`config.mk`:
```
export PLATFORM = sky130hd
export DESIGN_NAME = uart_comm_flat
export DESIGN_NICKNAME = d
export VERILOG_FILES = /design/src/rtl/uart_comm_if.sv /design/src/rtl/uart_comm.sv /design/src/flat_wrapper.sv
export SDC_FILE = /design/constraint.sdc
export NUM_CORES = 1
export LEC_CHECK = 0
export CAP_MARGIN = 20
export CORE_MARGIN = 2
export CORE_UTILIZATION = 57
export CTS_BUF_LIST = sky130_fd_sc_hd__clkbuf_8
export DETAILED_ROUTE_END_ITERATION = 8
export GPL_ROUTABILITY_DRIVEN = 0
export PLACE_DENSITY = 0.79
export SYNTH_ARGS = -nofsm -noshare
export SYNTH_HDL_FRONTEND = slang
export SYNTH_SLANG_ARGS = --single-unit
```
`constraint.sdc`:
```
create_clock -name clk -period 2.3 [get_ports clk]
set_input_delay 0.69 -clock clk [delete_from_list [all_inputs] [get_ports clk]]
set_output_delay 0.69 -clock clk [all_outputs]
set_load 0.02 [all_outputs]
```
`src/rtl/uart_comm_if.sv`:
```
// uart_comm_if -- command/response handshake between uart_comm and the
// command dispatcher that consumes its commands.
//
// Signals:
//   cmd         [23:0] last complete command (opcode in [23:16])
//   cmd_rdy            sticky "new command" flag
//   clr_cmd_rdy        one-cycle pulse from the consumer, clears cmd_rdy
//   resp        [7:0]  response byte, sampled on send_resp
//   send_resp          one-cycle pulse, starts transmission of resp
//   resp_sent          sticky "response fully left TX" flag
//
// Modports:
//   slave  -- the UART endpoint (drives cmd, cmd_rdy, resp_sent)
//   master -- the consumer     (drives clr_cmd_rdy, resp, send_resp)
interface uart_comm_if;
  logic [23:0] cmd;
  logic        cmd_rdy;
  logic        clr_cmd_rdy;
  logic [7:0]  resp;
  logic        send_resp;
  logic        resp_sent;

  modport slave (
    output cmd, cmd_rdy, resp_sent,
    input  clr_cmd_rdy, resp, send_resp
  );

  modport master (
    input  cmd, cmd_rdy, resp_sent,
    output clr_cmd_rdy, resp, send_resp
  );
endinterface

```
`src/rtl/uart_comm.sv`:
```
// uart_comm -- device-side endpoint of the host UART link.
// Receives three 8N1 bytes on RX and assembles them into a 24-bit command
// (first byte = opcode in cmd[23:16]); sends 8-bit responses on TX.
// Receiver and transmitter run independently (full duplex).
//
// Parameters:
//   BAUD_DIV     clk cycles per bit (8..65535)
//   TIMEOUT_CYC  max idle gap between bytes of one command; only used when
//                the macro UART_COMM_TIMEOUT_EN is defined
//
// Ports:
//   clk    system clock, rising edge
//   rst_n  asynchronous active-low reset
//   RX     serial input from host (asynchronous, idles high)
//   TX     serial output to host (idles high)
//   host   uart_comm_if.slave: cmd, cmd_rdy, clr_cmd_rdy, resp, send_resp,
//          resp_sent
//
// Optional feature: define UART_COMM_TIMEOUT_EN to discard a partial command
// when the line stays idle for TIMEOUT_CYC cycles between its bytes.
module uart_comm #(
  parameter int BAUD_DIV    = 2604,
  parameter int TIMEOUT_CYC = 1000000
) (
  input  logic         clk,
  input  logic         rst_n,
  input  logic         RX,
  output logic         TX,
  uart_comm_if.slave   host
);

  typedef enum logic [1:0] {RX_IDLE, RX_START, RX_DATA, RX_STOP} rx_state_t;
  typedef enum logic       {TX_IDLE, TX_XMIT} tx_state_t;

  localparam logic [15:0] BAUD_LAST = 16'(BAUD_DIV - 1);
  localparam logic [15:0] HALF_LAST = 16'(BAUD_DIV / 2 - 1);

  // ---------------------------------------------------------------------
  // RX synchronizer and falling-edge detect
  // ---------------------------------------------------------------------
  logic rx_s1, rx_s2, rx_s3;
  logic rx_fall;

  always_ff @(posedge clk or negedge rst_n) begin
    if (!rst_n) begin
      rx_s1 <= 1'b1;
      rx_s2 <= 1'b1;
      rx_s3 <= 1'b1;
    end else begin
      rx_s1 <= RX;
      rx_s2 <= rx_s1;
      rx_s3 <= rx_s2;
    end
  end

  assign rx_fall = rx_s3 & ~rx_s2;

  // ---------------------------------------------------------------------
  // Receiver FSM
  // ---------------------------------------------------------------------
  rx_state_t   rx_state, rx_next;
  logic [15:0] rx_baud;
  logic [2:0]  rx_bit;
  logic [7:0]  rx_shift;
  logic        rx_tick;
  logic        byte_ok;
  logic        byte_bad;

  assign rx_tick = (rx_baud == 16'd0);

  always_ff @(posedge clk or negedge rst_n) begin
    if (!rst_n) rx_state <= RX_IDLE;
    else        rx_state <= rx_next;
  end

  always_comb begin
    rx_next  = rx_state;
    byte_ok  = 1'b0;
    byte_bad = 1'b0;
    case (rx_state)
      RX_IDLE:  if (rx_fall) rx_next = RX_START;
      // Line back high at mid start bit means it was only a glitch.
      RX_START: if (rx_tick) rx_next = rx_s2 ? RX_IDLE : RX_DATA;
      RX_DATA:  if (rx_tick && rx_bit == 3'd7) rx_next = RX_STOP;
      RX_STOP: begin
        if (rx_tick) begin
          rx_next  = RX_IDLE;
          byte_ok  = rx_s2;
          byte_bad = ~rx_s2;
        end
      end
      default:  rx_next = RX_IDLE;
    endcase
  end

  // The IDLE state keeps the counter preloaded with the half-bit delay so
  // the start-bit sample lands mid-bit; every later sample is one full bit on.
  always_ff @(posedge clk or negedge rst_n) begin
    if (!rst_n) begin
      rx_baud  <= 16'd0;
      rx_bit   <= 3'd0;
      rx_shift <= 8'd0;
    end else begin
      case (rx_state)
        RX_IDLE: begin
          rx_baud <= HALF_LAST;
          rx_bit  <= 3'd0;
        end
        RX_START: rx_baud <= rx_tick ? BAUD_LAST : rx_baud - 16'd1;
        RX_DATA: begin
          if (rx_tick) begin
            rx_shift <= {rx_s2, rx_shift[7:1]};
            rx_bit   <= rx_bit + 3'd1;
            rx_baud  <= BAUD_LAST;
          end else begin
            rx_baud  <= rx_baud - 16'd1;
          end
        end
        RX_STOP: rx_baud <= rx_tick ? HALF_LAST : rx_baud - 16'd1;
        default: rx_baud <= HALF_LAST;
      endcase
    end
  end

  // ---------------------------------------------------------------------
  // Inter-byte timeout (optional)
  // ---------------------------------------------------------------------
  logic [1:0] byte_cnt;
  logic       timeout_hit;

`ifdef UART_COMM_TIMEOUT_EN
  localparam logic [19:0] TIMEOUT_LAST = 20'(TIMEOUT_CYC - 1);
  logic [19:0] idle_cnt;
  logic        idle_run;

  // Only counts while a command is partially assembled and the line is idle;
  // a detected start bit restarts the wait.
  assign idle_run    = (byte_cnt != 2'd0) && (rx_state == RX_IDLE) && !rx_fall;
  assign timeout_hit = idle_run && (idle_cnt == TIMEOUT_LAST);

  always_ff @(posedge clk or negedge rst_n) begin
    if (!rst_n)                      idle_cnt <= 20'd0;
    else if (!idle_run || timeout_hit) idle_cnt <= 20'd0;
    else                             idle_cnt <= idle_cnt + 20'd1;
  end
`else
  // No timeout: a partial command waits indefinitely. The parameter is kept
  // so both builds share one instantiation interface.
  logic [19:0] unused_timeout_cyc;
  assign unused_timeout_cyc = 20'(TIMEOUT_CYC);
  assign timeout_hit        = 1'b0;
`endif

  // ---------------------------------------------------------------------
  // Command assembly
  // ---------------------------------------------------------------------
  logic [7:0]  hold1, hold2;
  logic [23:0] cmd_r;
  logic        cmd_rdy_r;
  logic        cmd_done;

  assign cmd_done = byte_ok && (byte_cnt == 2'd2);

  always_ff @(posedge clk or negedge rst_n) begin
    if (!rst_n) begin
      byte_cnt <= 2'd0;
      hold1    <= 8'd0;
      hold2    <= 8'd0;
      cmd_r    <= 24'd0;
    end else if (byte_bad || timeout_hit) begin
      byte_cnt <= 2'd0;
    end else if (byte_ok) begin
      case (byte_cnt)
        2'd0: begin
          hold1    <= rx_shift;
          byte_cnt <= 2'd1;
        end
        2'd1: begin
          hold2    <= rx_shift;
          byte_cnt <= 2'd2;
        end
        default: begin
          cmd_r    <= {hold1, hold2, rx_shift};
          byte_cnt <= 2'd0;
        end
      endcase
    end
  end

  // A completion in the same cycle as a clear wins.
  always_ff @(posedge clk or negedge rst_n) begin
    if (!rst_n)                cmd_rdy_r <= 1'b0;
    else if (cmd_done)         cmd_rdy_r <= 1'b1;
    else if (host.clr_cmd_rdy) cmd_rdy_r <= 1'b0;
  end

  assign host.cmd     = cmd_r;
  assign host.cmd_rdy = cmd_rdy_r;

  // ---------------------------------------------------------------------
  // Transmitter FSM
  // ---------------------------------------------------------------------
  tx_state_t   tx_state, tx_next;
  logic [9:0]  tx_shift;
  logic [15:0] tx_baud;
  logic [3:0]  tx_bit;
  logic        tx_tick;
  logic        tx_load;
  logic        tx_done;
  logic        resp_sent_r;

  assign tx_tick = (tx_baud == 16'd0);

  always_ff @(posedge clk or negedge rst_n) begin
    if (!rst_n) tx_state <= TX_IDLE;
    else        tx_state <= tx_next;
  end

  always_comb begin
    tx_next = tx_state;
    tx_load = 1'b0;
    tx_done = 1'b0;
    case (tx_state)
      TX_IDLE: begin
        if (host.send_resp) begin
          tx_load = 1'b1;
          tx_next = TX_XMIT;
        end
      end
      TX_XMIT: begin
        if (tx_tick && tx_bit == 4'd9) begin
          tx_done = 1'b1;
          tx_next = TX_IDLE;
        end
      end
      default: tx_next = TX_IDLE;
    endcase
  end

  // The frame shifts out LSB first; ones shifted in keep TX high once the
  // stop bit has gone, so TX is simply the shift register's low bit.
  always_ff @(posedge clk or negedge rst_n) begin
    if (!rst_n) begin
      tx_shift    <= '1;
      tx_baud     <= 16'd0;
      tx_bit      <= 4'd0;
      resp_sent_r <= 1'b0;
    end else if (tx_load) begin
      tx_shift    <= {1'b1, host.resp, 1'b0};
      tx_baud     <= BAUD_LAST;
      tx_bit      <= 4'd0;
      resp_sent_r <= 1'b0;
    end else if (tx_state == TX_XMIT) begin
      if (tx_tick) begin
        tx_shift <= {1'b1, tx_shift[9:1]};
        tx_baud  <= BAUD_LAST;
        tx_bit   <= tx_bit + 4'd1;
      end else begin
        tx_baud  <= tx_baud - 16'd1;
      end
      if (tx_done) resp_sent_r <= 1'b1;
    end
  end

  assign TX             = tx_shift[0];
  assign host.resp_sent = resp_sent_r;

endmodule

```
`src/flat_wrapper.sv`:
```
// flat-port wrapper written by rule: the top's interface ports become plain ports
module uart_comm_flat 
#(
  parameter int BAUD_DIV    = 2604,
  parameter int TIMEOUT_CYC = 1000000
)
  (clk, rst_n, RX, TX, host_cmd, host_cmd_rdy, host_resp_sent, host_clr_cmd_rdy, host_resp, host_send_resp);
  uart_comm_if host_i ();
  input  logic clk;
  input  logic rst_n;
  input  logic RX;
  output logic TX;
  output wire logic [$bits(host_i.cmd)-1:0] host_cmd;
  output wire logic [$bits(host_i.cmd_rdy)-1:0] host_cmd_rdy;
  output wire logic [$bits(host_i.resp_sent)-1:0] host_resp_sent;
  input wire logic [$bits(host_i.clr_cmd_rdy)-1:0] host_clr_cmd_rdy;
  input wire logic [$bits(host_i.resp)-1:0] host_resp;
  input wire logic [$bits(host_i.send_resp)-1:0] host_send_resp;
  assign host_cmd = host_i.cmd;
  assign host_cmd_rdy = host_i.cmd_rdy;
  assign host_resp_sent = host_i.resp_sent;
  assign host_i.clr_cmd_rdy = host_clr_cmd_rdy;
  assign host_i.resp = host_resp;
  assign host_i.send_resp = host_send_resp;
  uart_comm #(.BAUD_DIV(BAUD_DIV), .TIMEOUT_CYC(TIMEOUT_CYC)) u_core (.clk(clk), .rst_n(rst_n), .RX(RX), .TX(TX), .host(host_i));
endmodule
```
==> results of run 1 <==
cells in the final DEF, fill, tap and decap left out, types with 2 or more instances in the layout:
cell              n
nand3_1           4
buf_12            2
o31ai_1           2
mux2_1            3
a22o_1            5
mux2i_1          10
ha_1             12
o21ai_0          18
dfstp_2          12
clkbuf_8          9
o21bai_1          2
nor2b_1           3
and4_1            2
xnor2_1           9
clkdlybuf4s50_1  38
nor2_1           26
dfrtp_1          94
nor4_4            3
nor3_1            7
a21o_1            5
a21oi_1          19
inv_1            14
or2_2             6
nand4_1           5
nand2_1          43
mux2_2           45
or3_1             3
nand2b_1          4
buf_4            14
xor2_1            7
a31oi_1          16
inv_6             3
nor4_1            7
registers in the layout, summed over array words and instances, names as in the netlist, 2 cells and up, named ones only:
register and flops:
u_core.hold1 8, u_core.host.cmd 24, u_core.hold2 8, u_core.byte_cnt 2, u_core.tx_baud 16, u_core.rx_bit 3, u_core.rx_shift 8, u_core.rx_baud 16
u_core.tx_shift 9, u_core.tx_bit 4
final cells by class:
| class | count | area, um2 | area share, % |
|---|---|---|---|
| inverters | 14 | 52.55 | 0.9319 |
| clock inverters | 7 | 73.82 | 1.309 |
| clock buffers | 9 | 123.9 | 2.197 |
| repair buffers | 54 | 525.5 | 9.319 |
| flip-flops and latches | 106 | 2668 | 47.30 |
| multi-input cells | 282 | 2064 | 36.61 |
| well taps | 105 | 131.4 | 2.330 |
worst paths after layout:
| check | from | endpoint | slack [ns] | depth (start not counted) |
|---|---|---|---|---|
| setup / recovery | u_core.tx_shift[0] | TX | 0.11 | 1 |
| hold / removal | rst_n | u_core.rx_baud[6] | 0.27 | 1 |
| setup reg to reg | u_core.rx_baud[0] | u_core.host.cmd[15] | 0.23 | 7 |
| hold reg to reg | u_core.rx_s1 | u_core.rx_s2 | 0.35 | 0 |
| max in group asynchronous | rst_n | u_core.tx_shift[5] | 1.40 | 2 |
| min in group clk | u_core.rx_s1 | u_core.rx_s2 | 0.35 | 0 |
cells by family after synthesis:
group                      synth area share (%)
adders and majority gates                 3.110
muxes                                     13.27
AOI/OAI and AO/OA                         9.381
and+or+nand+nor                           13.68
buffers and inverters                     2.410
xor gates and xnor gates                  2.902
DFF                                       55.25
metrics by stage:
step,utilization (%),power [W],hold WS (ns)
floorplan,-,0.003183,0.3452
global placement,66.04,0.003459,0.3457
detailed placement,66.04,0.003524,0.3476
CTS,68.45,0.004678,0.2653
global route,68.63,0.004993,0.2726
finish,68.63,0.004668,0.2656
where the power goes:
part	total (W)	switching, W	leakage, nW	internal [W]
registers	0.00237	0.000269	1.37	0.00210
logic	0.00116	0.000634	1.11	0.000522
clock network	0.00115	0.000635	0.102	0.000512
total	0.00467	0.00154	2.58	0.00313
routing by layer:
layer | part of all wire (%) | global-route usage [%] | vias to the layer above
li1 | - | - | 1578
met1 | 46 | 29.36 | 1633
met2 | 49 | 33.62 | 55
met3 | 4.4 | 6.265 | 5
met4 | 0.49 | 4.286 | 0
met5 | 0 | 0 | -
==> out/summary.txt, run 1 <==
DRC viols -> 0
Avg Vias per Cell -> 5.669
Status -> finished clean
Critical path startpoint category -> register
Top FF cell, synth -> dfrtp_1
Syn Inst Count -> 417
Final period utilization -> 95.24%
Max Fclk -> 0.4565 GHz
Mean Syn Cell Area -> 11.58 um2
Setup bufs post-CTS -> 0
Slew Limit Fails -> 0
Synth warnings -> 0
Most common cell in the synthesized netlist -> dfrtp_1
RSZ-0062 raised after global routing -> no
Max H-tree Level -> 3
First-pass detailed-route iteration total -> 4
First-pass GRT wire length -> 15,220 um
Slowest stage delay, CP -> 0.60 ns
Worst Hold Class -> input pin to asynchronous set/reset pin
Mapped Nets -> 442
Worst VDD drop -> 0.5168 mV
CTS resizes -> 0
Slew @ Worst Pin -> 0.6603 ns
Total CTS buffers -> 9
Placed cell count -> 561
Number of synthesized flops with an enable pin -> 0
Commonest cells post-synth -> dfrtp_1 (94), mux2_2 (45), nand2_1 (43)
Total number of vias -> 3,271
Die H -> 96.04 um
WP data required -> 1.61 ns
Slew Limit Headroom -> 55.98%
Fin nets -> 492
All-Layer GR Usage -> 21.24%
Final ANT Viol Nets -> 0
Post-Place Setup Slack -> 0.07599 ns
Initial core utilization -> 58.76%
Largest net degree at the start of global routing -> 45
Ant diodes -> 0
Critical path buffers and inverters -> 1
Critical path capture point type -> output port
Max Root-Sink Buffers -> 2
Hold Fails Final Rpt -> 0
Ys async rst share -> 100.0%
Number of global-route vias before repair -> 3,223
Worst-path cell chain -> clkdlybuf4s50_1
CTS root buffer -> clkbuf_8
Critical path's top delay family -> buffers and inverters
Die width -> 96.04 um
Final setup viols -> 0
Wire per inst -> 15.51 um
PortBufs -> 39
Slowest CP cell -> clkdlybuf4s50_1
Fraction of layout cells with a size suffix above 1 -> 21.82%
I/O Pins -> 40
Synthesized area -> 0.004828 mm2
Final Non-Filler Cells -> 577
Clk_skew -> 0.01058 ns
Period minus WS final -> 2.191 ns
# hold bufs at CTS -> 0
WL final -> 8951 um
Later-pin clock latency in the skew report -> 0.36 ns
#FFs+latches synth -> 106
Share of Yosys cell area claimed by the top area cell type -> 48.72%
Worst setup margin -> 0.1094 ns
DRT iter0 DRCs -> 128
Synth top area cells -> dfrtp_1 (49%), mux2_2 (10%), dfstp_2 (6.5%)
Sequential fraction of the synthesis area -> 55.25%
Arr. time, crit path -> 1.50 ns
TritonCTS clock tree -> yes
Grt ovf -> 0
CP max FO -> 2
CORE AREA -> 0.008217 mm2
Clock Sinks -> 106
# Max-Cap Violations -> 0
Area of the die -> 0.009223 mm2
Initial antenna violation count -> 0
HPWL after detailed placement -> 6327 um
Layout Area Growth over Synthesis -> 16.79%
Cell Area, Placed -> 0.005426 mm2
Design Area, Final -> 0.005639 mm2
Post-synth cell types -> 45
Post-route setup TNS -> 0 ns
Clk slew on worst S/H paths -> 0.10 ns
Crit Path Class -> register to output port
Power density cells -> 827.8 mW/mm2
Row count -> 33
Leakage -> 2.584 nW
Fill cells -> 605
Post-synth top area cell -> dfrtp_1
No activity file was read; power rests on OpenSTA's default activity.
==> inputs of run 2 (changes only) <==
- CTS_CLUSTER_SIZE: unset -> 30
==> results of run 2 <==
No change in the layout: final DEF, timing and power equal those of run 1.
==> inputs of run 3 (changes only) <==
- CORE_MARGIN: 2 -> unset
- clock period: 2.3 -> 2.6 ns (I/O delays scaled with it)
==> run 3 against run 2 <==
Setup slack better by 0.19 ns; critical path depth up 6; total power down 12%; sequential share of layout area up 0.23 points; combinational power down 14%; sequential cell count unchanged; global-route usage up 1.4 points; sequential power down 12%; first-iteration DRC count down 19%; cell area down 0.49%; highest routed layer unchanged.
==> out/summary.txt, run 3 (synthesis results as in run 1) <==
Final ANT Viol Nets -> 0 (unchanged)
Commonest non-fill, non-tap cell in the layout -> dfrtp_1
Flop pwr share -> 51.0% (+0.3 points)
Setup bufs post-CTS -> 0 (unchanged)
CTS root buffer -> clkbuf_8
Switch share -> 33.65% (+0.71 points)
Grt ovf -> 0 (unchanged)
Max Root-Sink Buffers -> 2 (unchanged)
PortBufs -> 39 (unchanged)
Final period utilization -> 88.54%
Clk slew on worst S/H paths -> 0.10 ns (about the same)
RSZ-0062 raised after global routing -> no
Fraction of layout cells with a size suffix above 1 -> 21.82% (unchanged)
Slew Limit Headroom -> 55.00% (-0.98 points)
Avg Vias per Cell -> 5.742 (+1.3%)
Crit. Startpoint -> u_core.rx_baud[0]
Total power draw -> 0.004094 W (-12%)
Largest net degree at the start of global routing -> 107 (+140%)
CP max FO -> 6 (+4)
Ant diodes -> 0 (unchanged)
TritonCTS clock tree -> yes
Hold Fails Final Rpt -> 0 (unchanged)
Fin nets -> 492 (unchanged)
Layout Area Growth over Synthesis -> 16.22%
WHS -> 0.3685 ns (+0.1029 ns)
CTS resizes -> 0 (unchanged)
Design Area, Final -> 0.005612 mm2 (-0.49%)
Initial core utilization -> 58.76% (unchanged)
Clock Sinks -> 106 (unchanged)
Wire per inst -> 16.10 um (+3.8%)
First-pass GRT wire length -> 15,370 um (+0.95%)
Worst VDD drop -> 0.3347 mV (-35%)
I/O Pins -> 40 (unchanged)
Area of the die -> 0.008843 mm2 (-4.1%)
Max Fclk -> 0.4344 GHz
Post-route setup TNS -> 0 ns (unchanged)
Reg2Reg Depth -> 7 (unchanged)
Critical path capture point type -> register
Die H -> 94.04 um (-2.1%)
Clk_skew -> 0.01126 ns (+0.0006819 ns)
# hold bufs at CTS -> 0 (unchanged)
Initial antenna violation count -> 0 (unchanged)
WP data required -> 2.86 ns (+1.25 ns)
Status -> finished clean
CORE AREA -> 0.008217 mm2 (unchanged)
Max reg flops -> 24 (unchanged)
Switching power total -> 0.001378 W (-10%)
Internal power -> 0.002716 W (-13%)
# Max-Cap Violations -> 0 (unchanged)
Total number of vias -> 3,313 (+1.3%)
Clk pwr share -> 24.6% (about the same)
All-Layer GR Usage -> 22.60% (+1.4 points)
DRC viols -> 0 (unchanged)
Period minus WS final -> 2.302 ns
Final setup viols -> 0 (unchanged)
WL final -> 9287 um (+3.8%)
Slew @ Worst Pin -> 0.6750 ns (+0.01471 ns)
Reg2reg start -> u_core.rx_baud[0]
Logic gate share of total power -> 24.5% (-0.3 points)
First-pass detailed-route iteration total -> 4 (unchanged)
DRT iter0 DRCs -> 104 (-19%)
HPWL after detailed placement -> 6375 um (+0.75%)
Die width -> 94.04 um (-2.1%)
Arr. time, crit path -> 2.56 ns (+1.06 ns)
Leakage -> 2.574 nW (-0.39%)
Crit Path Class -> register to register
Max H-tree Level -> 3 (unchanged)
Worst Hold Class -> register to register
Row count -> 33 (unchanged)
Slew Limit Fails -> 0 (unchanged)
Number of global-route vias before repair -> 3,235 (+0.37%)
Hold wc startpoint -> u_core.rx_s1
Total CTS buffers -> 9 (unchanged)
Later-pin clock latency in the skew report -> 0.37 ns (about the same)
Commonest non-fill, non-tap cells in the layout -> dfrtp_1 (94), mux2_2 (45), nand2_1 (43), clkdlybuf4s50_1 (38), nor2_1 (26)
Power density cells -> 729.6 mW/mm2 (-12%)
Critical path startpoint category -> register
Cell Area, Placed -> 0.005414 mm2 (-0.23%)
Hold Path Stages -> 0
[run 3: changes by cell type in the layout (fill, tap and decap cells not counted), sizes merged]
cell,delta
inv,-1
bufinv,-1
clkbuf,+2
[run 3: power by group through the flow]
stage / logic [W] / registers [W] / clock network (W)
2_1_floorplan: 0.000765 / 0.00205 / 0
3_3_place_gp: 0.000955 / 0.00210 / 0
3_5_place_dp: 0.000993 / 0.00211 / 0
4_1_cts: 0.000997 / 0.00208 / 0.00103
5_1_grt: 0.00112 / 0.00212 / 0.00110
6_report: 0.00100 / 0.00209 / 0.00101
[run 3: layer usage]
| layer | global-route usage [%] | wire (um) |
|---|---|---|
| met5 | 0 | 0 |
| met4 | 7.692 | 177 |
| met3 | 5.663 | 336 |
| met2 | 36.98 | 4637 |
| met1 | 29.27 | 4135 |
[run 3: worst max-delay path: stages, from the launching register on]
cell	delay, ns
dfrtp_1	0.41
inv_1	0.09
ha_1	0.16
nor4b_1	0.37
nand4_2	0.25
nor4_4	0.34
buf_4	0.23
mux2_2	0.35
[run 3: final timing paths]
path | to | slack, ns
max in group asynchronous | u_core.rx_s1 | 1.72
worst min-delay path | u_core.rx_s2 | 0.37
worst max register to register | u_core.hold2[0] | 0.30
worst min register to register | u_core.rx_s2 | 0.37
min in group asynchronous | u_core.rx_baud[13] | 0.44
worst max-delay path | u_core.hold2[0] | 0.30
[run 3: cell type report]
cell class	instances	area, um2
clock buffer	11	151.4
multi-input combinational	282	2049
sequential	106	2668
tap	105	131.4
clock inverter	5	46.29
fill	593	2605
inverter	14	52.55
timing repair buffer	54	513.0
[run 3: through the flow]
| step | setup WS, ns | utilization [%] | cells |
|---|---|---|---|
| after detailed placement | 0.3206 | 65.89 | 561 |
| final | 0.2979 | 68.30 | 577 |
| after global routing | 0.1787 | 68.30 | 577 |
| after floorplan | 0.4942 | - | 417 |
| after CTS | 0.2876 | 68.30 | 577 |
| after global placement | 0.3853 | 65.89 | 561 |
